## src/rtl/mips_pkg.sv

```systemverilog
// Shared datapath constants and types for the MIPS pipeline stages.
package mips_pkg;

    localparam int DATA_W = 32;
    localparam int ADDR_W = 5;
    localparam int NREG   = 1 << ADDR_W;

    typedef logic [DATA_W-1:0] word_t;
    typedef logic [ADDR_W-1:0] reg_addr_t;

    localparam reg_addr_t REG_ZERO = 5'd0;

endpackage

```

## src/rtl/regfile_core.sv

```systemverilog
// 2-read / 1-write architectural register array with async active-low clear.
// Register $0 is never written and always reads zero.
module regfile_core
    import mips_pkg::*;
#(
    parameter int DATA_W = mips_pkg::DATA_W,
    parameter int ADDR_W = mips_pkg::ADDR_W,
    parameter int NREG   = mips_pkg::NREG
) (
    input  logic              clk,
    input  logic              rst_n,
    input  logic              we,
    input  logic [ADDR_W-1:0] waddr,
    input  logic [DATA_W-1:0] wdata,
    input  logic [ADDR_W-1:0] ra1,
    input  logic [ADDR_W-1:0] ra2,
    output logic [DATA_W-1:0] rd1,
    output logic [DATA_W-1:0] rd2
);

    logic [DATA_W-1:0] regs_q [NREG];
    logic [DATA_W-1:0] regs_d [NREG];

    always_comb begin
        regs_d = regs_q;
        if (we && (waddr != REG_ZERO)) begin
            regs_d[waddr] = wdata;
        end
    end

    always_ff @(posedge clk or negedge rst_n) begin
        if (!rst_n) begin
            for (int i = 0; i < NREG; i++) begin
                regs_q[i] <= '0;
            end
        end else begin
            regs_q <= regs_d;
        end
    end

    always_comb begin
        rd1 = (ra1 == REG_ZERO) ? '0 : regs_q[ra1];
        rd2 = (ra2 == REG_ZERO) ? '0 : regs_q[ra2];
    end

endmodule

```

## src/rtl/wb_regfile.sv

```systemverilog
// Write-back stage: selects write data/destination, commits to regfile_core, counts retired writes.
// Define WB_BYPASS_EN to forward the in-flight write to matching read ports in the same cycle.
module wb_regfile
    import mips_pkg::*;
#(
    parameter int DATA_W = mips_pkg::DATA_W,
    parameter int ADDR_W = mips_pkg::ADDR_W,
    parameter int NREG   = mips_pkg::NREG,
    parameter int CNT_W  = 32
) (
    input  logic              clk,
    input  logic              rst,
    input  logic [DATA_W-1:0] ALUresult_in,
    input  logic [DATA_W-1:0] mem_in,
    input  logic              RegDst_in,
    input  logic [ADDR_W-1:0] RegAddrI_in,
    input  logic [ADDR_W-1:0] RegAddrR_in,
    input  logic              RegWrite_in,
    input  logic              MemToReg_in,
    input  logic [ADDR_W-1:0] ra1_in,
    input  logic [ADDR_W-1:0] ra2_in,
    output logic [DATA_W-1:0] rd1_out,
    output logic [DATA_W-1:0] rd2_out,
    output logic [DATA_W-1:0] wb_data_out,
    output logic [ADDR_W-1:0] wb_addr_out,
    output logic              wb_we_out,
    output logic [CNT_W-1:0]  wb_count_out
);

    logic [DATA_W-1:0] core_rd1;
    logic [DATA_W-1:0] core_rd2;
    logic [CNT_W-1:0]  count_q;
    logic [CNT_W-1:0]  count_d;

    always_comb begin
        wb_data_out = MemToReg_in ? mem_in : ALUresult_in;
        wb_addr_out = RegDst_in ? RegAddrR_in : RegAddrI_in;
        wb_we_out   = RegWrite_in && (wb_addr_out != REG_ZERO);
    end

    regfile_core #(
        .DATA_W (DATA_W),
        .ADDR_W (ADDR_W),
        .NREG   (NREG)
    ) u_core (
        .clk   (clk),
        .rst_n (rst),
        .we    (wb_we_out),
        .waddr (wb_addr_out),
        .wdata (wb_data_out),
        .ra1   (ra1_in),
        .ra2   (ra2_in),
        .rd1   (core_rd1),
        .rd2   (core_rd2)
    );

    // Counter wraps naturally at all-ones.
    always_comb begin
        count_d = count_q;
        if (wb_we_out) begin
            count_d = count_q + CNT_W'(1);
        end
    end

    always_ff @(posedge clk or negedge rst) begin
        if (!rst) begin
            count_q <= '0;
        end else begin
            count_q <= count_d;
        end
    end

    assign wb_count_out = count_q;

`ifdef WB_BYPASS_EN
    // Forward only while out of reset so reads stay zero during clear.
    always_comb begin
        rd1_out = core_rd1;
        rd2_out = core_rd2;
        if (rst && wb_we_out && (ra1_in == wb_addr_out)) begin
            rd1_out = wb_data_out;
        end
        if (rst && wb_we_out && (ra2_in == wb_addr_out)) begin
            rd2_out = wb_data_out;
        end
    end
`else
    always_comb begin
        rd1_out = core_rd1;
        rd2_out = core_rd2;
    end
`endif

endmodule

```

## config.mk

```make
export PLATFORM = sky130hd
export DESIGN_NAME = wb_regfile
export DESIGN_NICKNAME = d
export VERILOG_FILES = /design/src/rtl/mips_pkg.sv /design/src/rtl/regfile_core.sv /design/src/rtl/wb_regfile.sv
export SDC_FILE = /design/constraint.sdc
export NUM_CORES = 2
export LEC_CHECK = 0
export ABC_AREA = 0
export BUFFER_PORTS_ARGS = -buffer_cell sky130_fd_sc_hd__buf_2
export CAP_MARGIN = 20
export CELL_PAD_IN_SITES_DETAIL_PLACEMENT = 2
export CELL_PAD_IN_SITES_GLOBAL_PLACEMENT = 2
export CORE_MARGIN = 2
export CORE_UTILIZATION = 48
export CTS_BUF_LIST = sky130_fd_sc_hd__clkbuf_4
export DETAILED_ROUTE_END_ITERATION = 12
export GPL_TIMING_DRIVEN = 1
export PLACE_DENSITY_LB_ADDON = 0.1
export SYNTH_ARGS = -nofsm -noshare
export SYNTH_HDL_FRONTEND = slang
export SYNTH_SLANG_ARGS = --single-unit
```

## constraint.sdc

```tcl
create_clock -name clk -period 2.41 [get_ports clk]
set_input_delay 0.1205 -clock clk [delete_from_list [all_inputs] [get_ports clk]]
set_output_delay 0.1205 -clock clk [all_outputs]
set_load 0.05 [all_outputs]
```

After elaboration in Yosys (flattened, before gate mapping)

Cells that the tools add are included.

$add $sub $neg: 1
Order comparisons: 4
Mux-type cells: 13
Bitwise gates (word level): 3
Reduce and logical (&&, ||, !) cells: 6

Operators by type and width:

| kind                                                     | number |
|---|---|
| bitwise mux 1024 bit                                     | 1 |
| binary-select mux 32 bit (select 5 bit)                  | 2 |
| two-way mux 32 bit                                       | 8 |
| demux 32 bit (select 5 bit)                              | 1 |
| adder 32 x 1 -> 32 bit, second input constant            | 1 |
| greater-or-equal comparator 6 bit, second input constant | 3 |
| inverter 5 -> 6 bit                                      | 3 |
| logical NOT 5 bit                                        | 2 |
| < comparator 6 x 1 -> 1 bit, second input constant       | 1 |
| two-way mux 5 bit                                        | 1 |
| nonzero test 5 bit                                       | 1 |
| logical AND 1 bit                                        | 3 |

Register bits after elaboration: 1,056
Output and inout bits: 134

Depth between registers and ports, before layout

Depth after elaboration: 7
Gate-level depth with buffers: 7

Cells and area by module

A second synthesis with hierarchy kept.

Cell total of the unflattened synthesis: 3,694
Area total of the unflattened synthesis: 55,995.0 sq um

Modules (own cells, without submodules):

| module       | times used | cells an instance | area an instance (sq um) | sequential area each (sq um) |
|---|---|---|---|---|
| regfile_core | 1          | 3,514             | 54,019.3                 | 25,624.6 |
| wb_regfile   | 1          | 180               | 1,975.6                  | 800.8 |

Worst setup path after synthesis

Ideal clock, no wire load.

Path type: input to output
Start point: input port ra1_in[0]
End point: output port rd1_out[2]
Data arrival time: 2.632 ns
Slack: -0.343 ns
Stages: 7
Path buffers: 4
Path through: clkbuf_1 inv_1 buf_2 buf_1 clkbuf_1 o2111ai_1 a311oi_1

Cells in the longest elaborated chain, start to end: 5
Elaborated cells on any way between the ends: 6
Classes of those cells: mux: 4; bitwise: 1; reduce/logical: 1

Ends and longest elaborated chain:

| element                                                | line               | text |
|---|---|---|
| start, declared                                        | wb_regfile.sv:20   | `input logic [ADDR_W-1:0] ra1_in,` |
| inverter 5 -> 6 bit (not written as such)              | regfile_core.sv:42 | `rd1 = (ra1 == REG_ZERO) ? '0 : regs_q[ra1];` |
| binary-select mux 32 bit (select 5 bit)                | regfile_core.sv:42 |  |
| two-way mux 32 bit (not written as such) (2 in series) | regfile_core.sv:42 |  |
| two-way mux 32 bit *                                   | regfile_core.sv:42 |  |
| end, declared                                          | wb_regfile.sv:22   | `output logic [DATA_W-1:0] rd1_out,` |

Every way passes the cells marked *; elsewhere a longest branch is shown, timed or not. The select of a mux whose other input is x is not followed.

Final worst setup path

Start point: register u_core.regs_q[318] in the netlist's numbering
End point: output port rd2_out[30]

Cells in the longest elaborated chain, start to end: 4

Ends and longest elaborated chain:

| element                                                | line               | text |
|---|---|---|
| start, declared                                        | regfile_core.sv:21 | `logic [DATA_W-1:0] regs_q [NREG];` |
| start signal, assigned                                 | regfile_core.sv:37 | `regs_q <= regs_d;` |
| binary-select mux 32 bit (select 5 bit)                | regfile_core.sv:43 | `rd2 = (ra2 == REG_ZERO) ? '0 : regs_q[ra2];` |
| two-way mux 32 bit (not written as such) (2 in series) | regfile_core.sv:43 |  |
| two-way mux 32 bit                                     | regfile_core.sv:43 |  |
| end, declared                                          | wb_regfile.sv:23   | `output logic [DATA_W-1:0] rd2_out,` |

No other way between the ends. The select of a mux whose other input is x is not followed.

==> run summary <==
Syn-to-layout area delta: 25.28%
Slew Viols, Final: 1
FF+latch count, synth: 1,056
Worst Tran Pin Value: 1.594 ns
number of DRC markers after the initial detailed-route iteration: 9,860
DRC viols: 0
Worst-Skew Late Latency: 1.42 ns
critical-path cell list: mux2i_1, a221oi_2, o21ai_2, a311oi_4, buf_12
fill count: 9,757
simple-gate share of the synthesized area: 2.870%
final worst-path cycle share: 220.1%
total power draw: 71,800 uW
initial antenna violation count: 30
critical path launch point type: register
CTS tree: done
Tmin final: 5.303 ns
M3 GR Usage: 14.42%
final non-filler cell total: 6,262
Crit path required time: 2.29 ns
Ys Warns: 0
Die X: 348.4 um
Tot GR Track Use: 48.19%
starting density of the core: 48.29%
Highest Clock Rate: 0.1886 GHz
largest family of logic cells by synthesized area: multiplexers
CTS root buffer: clkbuf_4
GRT Max-Usage Layer: met2
GRT overflow: 0
Syn Area/Cell: 14.80 um^2
Port Buffers: 222
I/O Pins: 223
row count: 126
clk slew on worst S/H paths: 0.13 ns
Netlist Area Pre-Place: 56,950 um^2
Post-synth EDFFs: 0
Core ar.: 117,900 um^2
Syn Nets: 3,938
CP Class: register to primary output
unrepaired setup endpoints after global routing: yes
drt first pass iters: 7
dpl cell area: 63,320 um^2
Cells after Synth: 3,848
Crit path arrival time: 5.18 ns
HP Class: input pin to register
Die Ht: 348.4 um
met1 Usage GRT: 57.88%
top cells by area, synth: dfrtp_1 (46%), mux2_2 (20%), mux4_2 (18%), mux2i_1 (2.2%), clkbuf_1 (1.5%)
clock sink total: 1,056
Relative slew margins: -6.239%
Max-Cap Viols: 0
largest net degree at the start of global routing: 107
Layout Nets: 4,543
synthesized-area fraction occupied by adder cells: 0.02197%
worst vdd ir: 0.6602 mV
storage element area: 26,450 um^2
placed cells: 5,474
first-pass GRT wire length: 413,400 um
Worst Path Max Fanout: 3
CP max-delay cell: a221oi_2
vias: 55.57k
final instance area: 71,340 um^2
mux share of post-synthesis cell area: 41.78%
Yosys top cell by area: dfrtp_1
final core occ: 60.50%
post-synthesis xor/xnor area fraction: 0.4768%
post-synthesis sequential area ratio: 46.40%
Final setup viols: 81
Critical Path Max Stage Delay: 1.32 ns
FFs w/ async S/R, synth: 100.0%
CTS max path bufs: 4
number of global-route vias before repair: 51.44k
leakage power: 0.03111 uW
worst hold slack: -0.08667 ns
Routed WL: 396,300 um
met2 Use GR: 73.86%
footprint of the multi-input gates: 30,860 um^2
post-route ant nets: 0
violated checks: hold timing, slew limit, setup timing
WL/cell: 63.29 um
cts bufs inserted: 316
CP endpoint kind: primary output
GP Congestion: 0.8599
Commonest cells post-synth: dfrtp_1 (1,056), mux2_2 (1,009), mux4_2 (448)
Synth Flop Type: dfrtp_1
Cell variety after synth: 55
Cell Pwr Density: 1006 nW/um^2
Clock Skews: 0.1082 ns
Synth Area in Compound Gates: 4.656%
setup ws final: -2.893 ns
layout cell share with drive strength beyond 1: 62.62%
die area: 121,400 um^2
status: finished, violations left
area share of the largest cell type after synthesis: 46.40%
CTS H-Tree Depth: 5
final hold vios: 11
post-DP HPWL: 145,100 um
Vias/cell: 8.874
most common cell in the netlist: dfrtp_1
## metal layers
metal / wire [um] / share of wire (%)
met4: 55350 / 14
met1: 117800 / 30
met5: 1228 / 0.31
met2: 157500 / 40
met3: 64460 / 16
## through the flow
| step | setup slack [ns] | setup TNS, ns |
|---|---|---|
| floorplan | 0.1739 | 0 |
| global placement | -0.08150 | -0.1463 |
| detailed placement | -0.1222 | -2.613 |
| CTS | -0.8397 | -50.28 |
| global route | -2.653 | -69.35 |
| finish | -2.893 | -75.51 |
## cell usage in the layout, fill, tap and decap left out, types with 9 or more instances in the layout
cell type      count
nor2_4            27
nor4_1            18
o21ai_2           29
a211oi_4          19
a221oi_2          11
buf_8              9
nor2b_1           47
o2111ai_2         13
clkbuf_4         452
diode_2           68
buf_2            148
xor2_1            30
mux4_2           448
a22oi_1           34
mux2_1            60
a211oi_2          37
dlygate4sd3_1    108
dfrtp_2           16
buf_6             13
dfrtp_1         1040
nand3_1            9
clkinv_2          13
nor2b_4           17
nand2_1          105
mux2_4            50
mux2i_1          123
buf_12           186
a311oi_2          34
mux2_2           983
o2111ai_1         26
clkinv_1          53
clkbuf_16         14
o21ai_4           33
buf_4            242
o21ai_1           28
a22oi_2           30
a311oi_4          30
## final cells by class
type	instances	share of cell area (%)
Multi-Input combinational cell	2345	43.25
Sequential cell	1056	37.07
Timing Repair Buffer	730	11.53
Clock buffer	452	4.756
Tap cell	1536	2.694
Clock inverter	71	0.4332
Antenna cell	68	0.2385
Inverter	4	0.02806
## worst max-delay path, delay by kind of cell (launching register included)
kind                   cells  cell delay, ns
flip-flops                 1            0.46
multiplexers               1            0.36
AO/OA/AOI/OAI              3            2.68
buffers and inverters      1            0.24
## final timing paths
kind / start / end / cells after the start / slack [ns]
max in group asynchronous: rst / u_core.regs_q[227] / 6 / 1.26
min reg2reg: u_core.regs_q[998] / u_core.regs_q[998] / 0 / 0.43
min in group asynchronous: rst / u_core.regs_q[168] / 4 / -0.06
min: mem_in[13] / u_core.regs_q[45] / 5 / -0.09
max: u_core.regs_q[318] / rd2_out[30] / 5 / -2.89
max reg2reg: wb_count_out[0] / wb_count_out[18] / 4 / 0.30
## report_power, final
group          total [uW]  leakage, uW  switching (uW)  internal, uW
Combinational       21400       0.0152           11900          9520
Sequential          28800       0.0137            7020         21800
Clock               21600      0.00224           12900          8680
## flip-flops by register name, summed over array words and instances (netlist names)
name,cells
u_core.regs_q,1024
wb_count_out,32
## kinds of logic (layout without fill, tap and decap cells)
| group | Yosys count | in the layout |
|---|---|---|
| multiplexers | 1670 | 1670 |
| flip-flops | 1056 | 1056 |
| other | 0 | 68 |
| AO/OA/AOI/OAI | 353 | 353 |
| adder cells (fa/ha/maj) | 1 | 1 |
| AND/OR/NAND/NOR | 290 | 290 |
| XOR/XNOR | 31 | 31 |
| buffers and inverters | 447 | 1257 |
## repair_timing
item                                     CTS  global route
resized for setup                        311           137
hold buffers                             118             4
setup buffers                             29            32
endpoints found under the setup margin    64           127
hold endpoints to repair                2080           129
pin swaps                                 63            51
Note: power is estimated with default switching activity, not from simulation.
